## src/rtl/tlb_refill_pkg.sv

```systemverilog
// Shared definitions for the TLB refill unit: address geometry, PTE layout
// and the walk state encoding used by the TLB and the exception unit.
package tlb_refill_pkg;

   localparam int OFFSET         = 12;
   localparam int PHYS_ADDR_SIZE = 20;
   localparam int PTE_VALID_BIT  = 31;
   localparam int STATE_W        = 3;

   typedef enum logic [STATE_W-1:0] {
      ST_IDLE  = 3'd0,
      ST_WALK  = 3'd1,
      ST_FILL  = 3'd2,
      ST_FAULT = 3'd3,
      ST_DRAIN = 3'd4
   } state_t;

endpackage

```

## src/rtl/tlb_refill_pte_decode.sv

```systemverilog
// PTE address generation and PTE field extraction for a single-level table.
// Purely combinational; the refill FSM registers everything it uses.
module pte_decode #(
   parameter int OFFSET         = tlb_refill_pkg::OFFSET,
   parameter int PHYS_ADDR_SIZE = tlb_refill_pkg::PHYS_ADDR_SIZE
) (
   input  logic [31:0]        i_ptbr,
   input  logic [31-OFFSET:0] i_vpn,
   input  logic [31:0]        i_pte,
   output logic [31:0]        o_addr,
   output logic               o_valid,
   output logic [31-OFFSET:0] o_ppn
);
   import tlb_refill_pkg::*;

   localparam int PPN_W = PHYS_ADDR_SIZE - OFFSET;

   logic [31:0] w_vpn_offset;
   logic        w_unused_pte_bits;

   // Each PTE is one word, so the entry sits at base + 4*VPN; the add wraps mod 2^32.
   assign w_vpn_offset = {{(OFFSET-2){1'b0}}, i_vpn, 2'b00};
   assign o_addr       = i_ptbr + w_vpn_offset;

   // PPN lives in the low bits of the PTE and is zero-extended to VPN width.
   assign o_valid = i_pte[PTE_VALID_BIT];
   assign o_ppn   = {{(32-PHYS_ADDR_SIZE){1'b0}}, i_pte[PPN_W-1:0]};

   // Bits between the PPN and the valid flag are reserved.
   assign w_unused_pte_bits = ^i_pte[PTE_VALID_BIT-1:PPN_W];

endmodule

```

## src/rtl/tlb_refill.sv

```systemverilog
// Hardware TLB refill walker: on a TLB miss it fetches one PTE, then either
// writes the translation into the TLB or raises a one-cycle page fault.
// Only one walk is in flight; misses seen while busy are dropped.
module tlb_refill #(
   parameter int OFFSET         = tlb_refill_pkg::OFFSET,
   parameter int PHYS_ADDR_SIZE = tlb_refill_pkg::PHYS_ADDR_SIZE,
   parameter int CNT_W          = 16
) (
   input  logic                clk_i,
   input  logic                rst_i,
   input  logic                miss_i,
   input  logic [31:0]         miss_vaddr_i,
   input  logic [31:0]         ptbr_i,
   output logic                mem_req_o,
   output logic [31:0]         mem_addr_o,
   input  logic                mem_ack_i,
   input  logic [31:0]         mem_rdata_i,
   output logic                tlb_we_o,
   output logic [31-OFFSET:0]  tlb_vpage_o,
   output logic [31-OFFSET:0]  tlb_ppage_o,
   output logic                busy_o,
   output logic                page_fault_o,
   output logic [31:0]         fault_vaddr_o,
   output logic [CNT_W-1:0]    refill_cnt_o
);
   import tlb_refill_pkg::*;

   localparam int VPN_W = 32 - OFFSET;

   state_t             r_state;
   logic [31:0]        r_vaddr;
   logic [VPN_W-1:0]   r_vpn;
   logic [VPN_W-1:0]   r_ppn;
   logic [31:0]        r_mem_addr;
   logic               r_mem_req;
   logic               r_tlb_we;
   logic               r_page_fault;
   logic [31:0]        r_fault_vaddr;
   logic [CNT_W-1:0]   r_cnt;

   logic [31:0]        w_pte_addr;
   logic               w_pte_valid;
   logic [VPN_W-1:0]   w_ppn;

   // Address is computed from the live miss inputs (captured on IDLE->WALK);
   // PTE fields are decoded from the live read data (captured on ack).
   pte_decode #(
      .OFFSET         (OFFSET),
      .PHYS_ADDR_SIZE (PHYS_ADDR_SIZE)
   ) u_pte_decode (
      .i_ptbr  (ptbr_i),
      .i_vpn   (miss_vaddr_i[31:OFFSET]),
      .i_pte   (mem_rdata_i),
      .o_addr  (w_pte_addr),
      .o_valid (w_pte_valid),
      .o_ppn   (w_ppn)
   );

   // Walk FSM with all outputs registered; reset abandons any request at once.
   always_ff @(posedge clk_i or posedge rst_i) begin
      if (rst_i) begin
         r_state       <= ST_IDLE;
         r_vaddr       <= '0;
         r_vpn         <= '0;
         r_ppn         <= '0;
         r_mem_addr    <= '0;
         r_mem_req     <= 1'b0;
         r_tlb_we      <= 1'b0;
         r_page_fault  <= 1'b0;
         r_fault_vaddr <= '0;
         r_cnt         <= '0;
      end else begin
         r_tlb_we     <= 1'b0;
         r_page_fault <= 1'b0;
         case (r_state)
            ST_IDLE: begin
               if (miss_i) begin
                  r_vaddr    <= miss_vaddr_i;
                  r_vpn      <= miss_vaddr_i[31:OFFSET];
                  r_mem_addr <= w_pte_addr;
                  r_mem_req  <= 1'b1;
                  r_state    <= ST_WALK;
               end
            end
            ST_WALK: begin
               if (mem_ack_i) begin
                  r_mem_req <= 1'b0;
                  if (w_pte_valid) begin
                     r_ppn    <= w_ppn;
                     r_tlb_we <= 1'b1;
                     if (r_cnt != '1) begin
                        r_cnt <= r_cnt + 1'b1;
                     end
                     r_state  <= ST_FILL;
                  end else begin
                     r_page_fault  <= 1'b1;
                     r_fault_vaddr <= r_vaddr;
                     r_state       <= ST_FAULT;
                  end
               end
            end
            ST_FILL, ST_FAULT: begin
               r_state <= ST_DRAIN;
            end
            ST_DRAIN: begin
               r_state <= ST_IDLE;
            end
            default: begin
               r_state <= ST_IDLE;
            end
         endcase
      end
   end

   assign mem_req_o     = r_mem_req;
   assign mem_addr_o    = r_mem_addr;
   assign tlb_we_o      = r_tlb_we;
   assign tlb_vpage_o   = r_vpn;
   assign tlb_ppage_o   = r_ppn;
   assign busy_o        = (r_state != ST_IDLE);
   assign page_fault_o  = r_page_fault;
   assign fault_vaddr_o = r_fault_vaddr;
   assign refill_cnt_o  = r_cnt;

endmodule
```

## config.mk

```make
export PLATFORM = sky130hd
export DESIGN_NAME = tlb_refill
export DESIGN_NICKNAME = d
export VERILOG_FILES = /design/src/rtl/tlb_refill_pkg.sv /design/src/rtl/tlb_refill_pte_decode.sv /design/src/rtl/tlb_refill.sv
export SDC_FILE = /design/constraint.sdc
export NUM_CORES = 1
export LEC_CHECK = 0
export BUFFER_PORTS_ARGS = -buffer_cell sky130_fd_sc_hd__buf_2
export CAP_MARGIN = 40
export CORE_MARGIN = 8
export CORE_UTILIZATION = 50
export CTS_CLUSTER_SIZE = 10
export DETAILED_ROUTE_END_ITERATION = 10
export PLACE_DENSITY = 0.87
export SLEW_MARGIN = 20
export SYNTH_ARGS = -nofsm -noshare
export SYNTH_HDL_FRONTEND = slang
export SYNTH_SLANG_ARGS = --single-unit
```

## constraint.sdc

```tcl
create_clock -name clk_i -period 5.45 [get_ports clk_i]
set_clock_uncertainty 0.2 [all_clocks]
set_input_delay 0.545 -clock clk_i [delete_from_list [all_inputs] [get_ports clk_i]]
set_output_delay 0.545 -clock clk_i [all_outputs]
set_load 0.1 [all_outputs]
```

==> results_dict.tcl <==
set metrics [dict create \
    die_x_um 128.3 \
    layout_common_cells "188 x buf_2, 164 x nand2_1, 126 x dfrtp_1" \
    syn-cell-area_um2 6307 \
    synth-edff-count 0 \
    nets 916 \
    area_growth_pct 24.50 \
    num_rows 41 \
    crit_slowest_cell "fa_1" \
    max_freq_ghz 0.3620 \
    ys_ff_latch 126 \
    whs_endpoint "r_vaddr[1]" \
    clk_latency_ns 0.41 \
    overflow 0 \
    cts_hold_buf 1 \
    async_flop_share 1.000 \
    drtPass1Iterations 7 \
    cts.sinks 126 \
    yosysWarnings 0 \
    crit_chain "buf_2, ha_1, inv_1, fa_1, nor2b_1, o2111ai_1, a21oi_1, o21ai_2, a211oi_1, mux2i_1, o311ai_0" \
    endpoint_kind "register" \
    synth_seq_area_share 0.4999 \
    grt_max_degree 60 \
    r2r_setup_slack_ns 3.01 \
    regToRegStartpoint "r_state[1]" \
    ctsResizeCount 0 \
    avgSynthCellArea_um2 10.03 \
    grt_usage 0.2105 \
    antenna_found_initial 1 \
    gp_congestion 0.8888 \
    h-tree-depth 4 \
    cp.required_ns 5.49 \
    antenna_left 0 \
    syn_inst 629 \
    avgRoutedWirePerCell_um 17.40 \
    status "completed" \
    via_per_inst 5.134 \
    layout-drive-gt1-share 0.3470 \
    cts_tree "done" \
    cap_violations 0 \
    timing.rr.end "refill_cnt_o[15]" \
    die_h_um 128.3 \
    drt-total-wl_um 17060 \
    port_buffers 188 \
    cts_setup_buffers 0 \
    drcViolationCount 0 \
    grt_pass1_wl_um 27030 \
    min_period_ns 2.762 \
    worstSetupPathType "in2reg" \
    path_clk_slew_ns 0.06 \
    grt_pass1_vias 5216 \
    worstMarginPinSlew_ns 0.7677 \
    dp_hpwl_um 12840 \
    cts_made_buffers 17 \
    setup_viol 0 \
    min_path_cells 3 \
    crit_arrival_ns 2.80 \
    report.final.hold_viol_count 0 \
    slew_headroom 0.4864 \
    vias 5031 \
    dieArea_um2 16460 \
    finalCritPeriodShare 0.5068 \
    coreArea_um2 12470 \
    final_common_cell "buf_2" \
    crit_path_max_incr_delay_ns 0.41 \
    hold_class "in2reg" \
    crit_fanout 4 \
    rsz0062_at_grt "no" \
    cts_root_buf "clkbuf_16" \
    drtIter0Drc 343 \
    pin_count 224 \
    slew_violations 0 \
    ys_dominant_reg_cell "dfrtp_1" \
    synth.distinct_cells 53 \
    clk_path_buf_depth 2 \
    startpoint_type "input port" \
    final.setup.tns_ns 0 \
    initial_utilization 0.5060 \
    hold_path_startpoint "miss_vaddr_i[1]" \
    reg2regPathDepth 6 \
]
[cell type report]
class	count	area, um^2
Clock inverter	14	157.7
Timing Repair Buffer	194	1028
Tap cell	172	215.2
Clock buffer	18	439.2
Inverter	8	32.53
Antenna cell	1	2.502
Sequential cell	126	3153
Fill cell	1004	4613
Multi-Input combinational cell	447	2824
[per-stage QoR]
step	cell area [um^2]	hold WS, ns	util	cells	setup slack [ns]
2_1_floorplan	6349	0.2265	-	640	1.349
3_3_place_gp	7188	0.2439	0.5766	944	2.434
3_5_place_dp	7243	0.2525	0.5811	946	2.354
5_1_grt	7853	0.1115	0.6299	980	2.655
4_1_cts	7850	0.1111	0.6297	979	2.719
6_report	7853	0.1254	0.6299	980	2.688
[metal layers]
metal	wire (um)	up-vias	GRT usage
li1	-	2431	-
met1	6926	2405	0.2467
met2	8691	170	0.3547
met3	1082	25	0.05657
met4	356	0	0.09371
met5	0	-	0
[logic make-up (layout without fill, tap and decap cells)]
family,after synthesis,count (layout),share of synthesized area
buffers and inverters,67,234,0.06050
DFF,126,126,0.4999
and+or+nand+nor,226,226,0.1583
other,1,13,0.0005945
xor gates and xnor gates,41,41,0.05693
muxes,43,43,0.07637
AOI/OAI and AO/OA,103,103,0.1026
adders and majority gates,22,22,0.04483
[critical path, delay by kind of cell]
kind,cells,cell delay (ns)
AND/OR/NAND/NOR,1,0.20
adder cells (fa/ha/maj),2,0.63
buffers and inverters,2,0.16
AO/OA/AOI/OAI,5,1.05
multiplexers,1,0.22
[cell usage after synthesis (3+ instances only)]
library cell,n,area share
mux2_2,41,0.073
clkbuf_1,17,0.010
xnor2_1,23,0.032
dfrtp_1,126,0.50
o21ai_0,41,0.033
buf_2,8,0.0063
nor2_1,15,0.0089
o211ai_1,3,0.0036
o21bai_1,3,0.0036
nand2b_1,3,0.0030
a21oi_1,24,0.019
nor2b_1,5,0.0050
nand2_1,165,0.098
nand4_1,9,0.0089
a211o_1,4,0.0056
buf_4,32,0.038
inv_1,8,0.0048
a211oi_1,3,0.0036
and3_1,6,0.0060
xor2_1,18,0.025
nand3_1,7,0.0056
ha_1,21,0.042
nor3_1,3,0.0024
a21o_1,5,0.0060
[flip-flops by register name (all words and copies together), names as in the netlist]
register / flops
page_fault_o: 1
tlb_we_o: 1
mem_addr_o: 32
r_vaddr: 31
tlb_ppage_o: 8
mem_req_o: 1
r_state: 3
tlb_vpage_o: 1
fault_vaddr_o: 32
refill_cnt_o: 16
[how the worst max path moves through the flow]
stage / cells past startpoint / slack [ns] / end / from
final: 11 / 2.69 / mem_addr_o[24] / miss_vaddr_i[12]
after global placement: 11 / 2.43 / mem_addr_o[24] / miss_vaddr_i[12]
after CTS: 11 / 2.72 / mem_addr_o[24] / miss_vaddr_i[12]
after detailed placement: 11 / 2.35 / mem_addr_o[24] / miss_vaddr_i[12]
after global routing: 11 / 2.65 / mem_addr_o[24] / miss_vaddr_i[12]
after floorplan: 1 / 1.35 / fault_vaddr_o[0] / rst_i
Power is left out: the tool's default activity adds up to more than one toggle a clock period on the data nets, which glitch-free logic cannot reach.
